## config.mk

```make
export PLATFORM = sky130hd
export DESIGN_NAME = piso_mux_ser
export DESIGN_NICKNAME = d
export VERILOG_FILES = /design/src/rtl/piso_pkg.sv /design/src/rtl/mux_81.sv /design/src/rtl/piso_mux_ser.sv
export SDC_FILE = /design/constraint.sdc
export NUM_CORES = 1
export LEC_CHECK = 0
export CAP_MARGIN = 20
export CORE_UTILIZATION = 46
export CTS_BUF_LIST = sky130_fd_sc_hd__clkbuf_4
export DETAILED_ROUTE_END_ITERATION = 7
export GPL_ROUTABILITY_DRIVEN = 0
export PLACE_DENSITY = 0.81
export SKIP_LAST_GASP = 1
export SLEW_MARGIN = 20
export SYNTH_ARGS = -nofsm -noshare
export SYNTH_HDL_FRONTEND = slang
export SYNTH_HIERARCHICAL = 1
export SYNTH_SLANG_ARGS = --single-unit
```

## constraint.sdc

```tcl
create_clock -name clk -period 1.85 [get_ports clk]
set_input_delay 0.37 -clock clk [delete_from_list [all_inputs] [get_ports clk]]
set_output_delay 0.37 -clock clk [all_outputs]
set_load 0.01 [all_outputs]
```

## src/rtl/piso_pkg.sv

```systemverilog
// Shared types and constants for the piso_mux_ser serializer.
// The PARITY state is only reachable when the design is built with PARITY_EN.
package piso_pkg;

    localparam int DATA_W = 8;
    localparam int SEL_W  = 3;

    typedef enum logic [1:0] {
        IDLE   = 2'd0,
        SHIFT  = 2'd1,
        PARITY = 2'd2
    } state_t;

    localparam logic [SEL_W-1:0] SEL_LO = 3'd0;
    localparam logic [SEL_W-1:0] SEL_HI = 3'd7;

    // First and last mux select of a frame for the chosen bit order.
    function automatic logic [SEL_W-1:0] sel_start(input bit lsb_first);
        return lsb_first ? SEL_LO : SEL_HI;
    endfunction

    function automatic logic [SEL_W-1:0] sel_end(input bit lsb_first);
        return lsb_first ? SEL_HI : SEL_LO;
    endfunction

endpackage

```

## src/rtl/mux_81.sv

```systemverilog
// 8:1 single-bit multiplexer: y = i[s].
module mux_81
    import piso_pkg::*;
(
    input  logic [DATA_W-1:0] i,
    input  logic [SEL_W-1:0]  s,
    output logic              y
);

    assign y = i[s];

endmodule

```

## src/rtl/piso_mux_ser.sv

```systemverilog
// Parallel-in serial-out frame serializer driving an 8:1 mux from a select counter.
// Build option: define PARITY_EN to append an even-parity bit as a ninth frame bit.
module piso_mux_ser
    import piso_pkg::*;
#(
    parameter bit LSB_FIRST = 1'b1
) (
    input  logic              clk,
    input  logic              rst_n,
    input  logic [DATA_W-1:0] din,
    input  logic              din_valid,
    output logic              din_ready,
    output logic              ser_out,
    output logic              ser_valid,
    output logic              frame_start,
    output logic              frame_end,
    output logic [SEL_W-1:0]  sel,
    output logic              busy
);

    localparam logic [SEL_W-1:0] SEL_START = sel_start(LSB_FIRST);
    localparam logic [SEL_W-1:0] SEL_END   = sel_end(LSB_FIRST);

    state_t              r_state;
    logic [DATA_W-1:0]   r_hold;
    logic [SEL_W-1:0]    r_sel;

    state_t              w_next_state;
    logic [DATA_W-1:0]   w_next_hold;
    logic [SEL_W-1:0]    w_next_sel;
    logic                w_ready_raw;
    logic                w_ser_valid;
    logic                w_ser_bit;
    logic                w_frame_start;
    logic                w_frame_end;
    logic                w_mux_bit;

    mux_81 u_mux (
        .i (r_hold),
        .s (r_sel),
        .y (w_mux_bit)
    );

    always_ff @(posedge clk) begin
        if (!rst_n) begin
            r_state <= IDLE;
            r_hold  <= '0;
            r_sel   <= '0;
        end else begin
            r_state <= w_next_state;
            r_hold  <= w_next_hold;
            r_sel   <= w_next_sel;
        end
    end

    // Handshake: a word is taken on a rising edge where din_valid and din_ready are both high.
    always_comb begin
        w_next_state  = r_state;
        w_next_hold   = r_hold;
        w_next_sel    = r_sel;
        w_ready_raw   = 1'b0;
        w_ser_valid   = 1'b0;
        w_ser_bit     = 1'b0;
        w_frame_start = 1'b0;
        w_frame_end   = 1'b0;
        case (r_state)
            IDLE: begin
                w_ready_raw = 1'b1;
                if (din_valid) begin
                    w_next_hold  = din;
                    w_next_sel   = SEL_START;
                    w_next_state = SHIFT;
                end
            end
            SHIFT: begin
                w_ser_valid   = 1'b1;
                w_ser_bit     = w_mux_bit;
                w_frame_start = (r_sel == SEL_START);
                w_next_sel    = LSB_FIRST ? (r_sel + 3'd1) : (r_sel - 3'd1);
                if (r_sel == SEL_END) begin
`ifdef PARITY_EN
                    w_next_state = PARITY;
`else
                    w_ready_raw = 1'b1;
                    w_frame_end = 1'b1;
                    if (din_valid) begin
                        w_next_hold  = din;
                        w_next_sel   = SEL_START;
                        w_next_state = SHIFT;
                    end else begin
                        w_next_state = IDLE;
                    end
`endif
                end
            end
`ifdef PARITY_EN
            PARITY: begin
                w_ser_valid = 1'b1;
                w_ser_bit   = ^r_hold;
                w_frame_end = 1'b1;
                w_ready_raw = 1'b1;
                if (din_valid) begin
                    w_next_hold  = din;
                    w_next_sel   = SEL_START;
                    w_next_state = SHIFT;
                end else begin
                    w_next_state = IDLE;
                end
            end
`endif
            default: begin
                w_next_state = IDLE;
            end
        endcase
    end

    // Ready is masked while in reset so no handshake is seen as accepted.
    assign din_ready   = rst_n & w_ready_raw;
    assign ser_out     = w_ser_bit;
    assign ser_valid   = w_ser_valid;
    assign frame_start = w_frame_start;
    assign frame_end   = w_frame_end;
    assign sel         = r_sel;
    assign busy        = (r_state != IDLE);

endmodule

```

==> metrics.txt <==
status finished with violations; failing checks negative setup slack; Hold Fails Final Rpt 0; total track usage between 10% and 20%; Setup crit start kind flop; Worst Path Arrival 1.66 ns; pre-CTS setup slack -0.3589 ns; top cells by area, synth dfxtp_1 37%, mux2i_1 12%, nand2_1 12%; initial antenna violation count 0; Syn. warnings 6; # DRC 0; Multi-input gate area roughly 380 um^2; clk sinks 12; CTS clock-pin slew for the worst setup and hold paths 0.07 ns; IO Pins 20; wire length per cell 12.08 um; Slew headroom 83.97%; CTS Root Cell clkbuf_4; FMAX between 400 and 500 MHz; Synth top area share a little under two fifths; power density over the cells around 610 nW/um^2; area grow syn2layout 40.50%; H-tree depth 1; sequential area share after synthesis between 30% and 40%; slowest cell delay on critical path ~0.5 ns; Crit. End Element primary output; endpoints failing setup 1; Layout fillers approximately 110; Worst path top cell family by delay multiplexers; # port buffers 19; Worst Clk Skew between 0.008 and 0.009 ns; Post-Place Cells about 110; hold buffers post-CTS 0; Crit path required time ~1.5 ns; Detailed Place HPWL ~950 um; Pwr Total roughly 0.55 mW; CORE AREA 1301 um^2; final wirelength 1317 um; crit path kind reg -> out; Final min period approximately 2.0 ns; Num CTS Buffers 3; Hold WC Path Type reg -> reg; Synth area leader dfxtp_1; ANT cells 0; Post-DRT Antenna Nets 0; CP max-delay cell mux4_2; syn_nets 85; largest net degree at the start of global routing 23; Clk Latency, worst-skew pair about 0.26 ns; Initial Util around 50%; Leakage Power just under 0.4 nW; Die H a little under 40 um; worst slew pin tran 0.2379 ns; Final period util 109.8%; share of cells above drive strength 1 26.60%; first drt pass iteration count 3; DIE WIDTH ~39 um; Finished Layout Cells between 100 and 150; Final Net Count 111; Design Area, Final approximately 910 um^2; Setup TNS Final -0.1819 ns; Hold WS 0.4656 ns; mapped cell area 645.6 um^2; Avg Synthesized Cell Area between 9 and 10 um^2; post-synthesis register bit count 12; worst vdd ir between 0.4 and 0.5 mV; CTS tree built; CP cell instances mux4_2 -> mux2_2 -> and2_4 -> buf_6; RSZ-0062 raised after global routing yes; Clock Tree Buf Depth 2; via count ~540; cells after synthesis 70; commonest non-fill, non-tap cell in the layout nand2_1; CP max FO 3; global-route wire length before repair between 1500 and 2000 um; First DRT Iteration DRCs 12; Max Cap Viol 0; die area ~1600 um^2; Buf+Inv Stages, Crit Path 1; routed vias/inst roughly 4.9; Storage cell area ~250 um^2; fin. max-slew vios 0; row count 13; post-route core utilization 69.71%; most frequent cells in the layout 21 x nand2_1, 15 x clkdlybuf4s50_1, 10 x dfxtp_1; Area after DPL around 860 um^2; Netlist cell types 21; vias in the first global route 459; total global routing overflow 0; Worst Setup Slack, final -0.1819 ns
## repair_timing
action                     4_1_cts  5_1_grt
gates resized for setup         25        4
setup buffers                    1        1
cloned                           0        0
setup endpoints to repair        4        4
pin swaps                        1        0
## worst reg2reg max path, cell delays in order (launching register included)
cell and delay, ns:
dfxtp_4 0.36, buf_4 0.15, ha_4 0.16, ha_2 0.15
nand2b_4 0.13, buf_4 0.13, and2_4 0.20, mux2i_1 0.13
## state kept, by name, indices dropped and copies added (netlist names)
register	cells
r_hold	8
r_state	1
sel	3
## power breakdown
group          internal [mW]  leakage [nW]  total (mW)  switching (mW)
combinational         0.0699         0.276       0.115          0.0452
clock                 0.0750        0.0138       0.152          0.0769
sequential             0.273        0.0994       0.288          0.0141
## layout make-up
class	count	area share, %
sequential	12	27.03
clock buffer	3	2.483
timing repair buffer	25	25.10
tap	15	2.069
inverter	3	1.241
multi-input combinational	51	42.07
## synthesized netlist by cell type, drive strengths merged
master  number
a21boi       1
a21oi        1
and2         4
buf          3
clkbuf       1
dfxtp       12
ha           4
inv          3
mux2         1
mux2i        8
mux4         2
nand2       21
nand2b       1
nand3        2
nor2         2
nor2b        1
nor3b        1
o21ai        2
## metal layers
metal | global-route usage, % | share of wire [%] | vias up
met1 | 23.08 | 45 | 246
li1 | - | - | 277
met4 | 7.759 | 0 | 0
met2 | 32.79 | 50 | 15
met3 | 5.114 | 4.8 | 0
met5 | 0 | 0 | -
## cell families after synthesis
group | share of synthesized area [%]
DFF | 37.21
buffers and inverters | 6.007
and+or+nand+nor | 23.26
muxes | 22.29
adders and majority gates | 7.752
AOI/OAI and AO/OA | 3.488
## worst paths after layout
path               end  depth (start not counted)      start  slack (ns)
max            ser_out                          4     sel[0]       -0.18
min          r_hold[1]                          2  r_hold[1]        0.47
max reg2reg  r_hold[3]                          7     sel[0]        0.31
min reg2reg  r_hold[1]                          2  r_hold[1]        0.47
(Power assumes the default switching activity.)
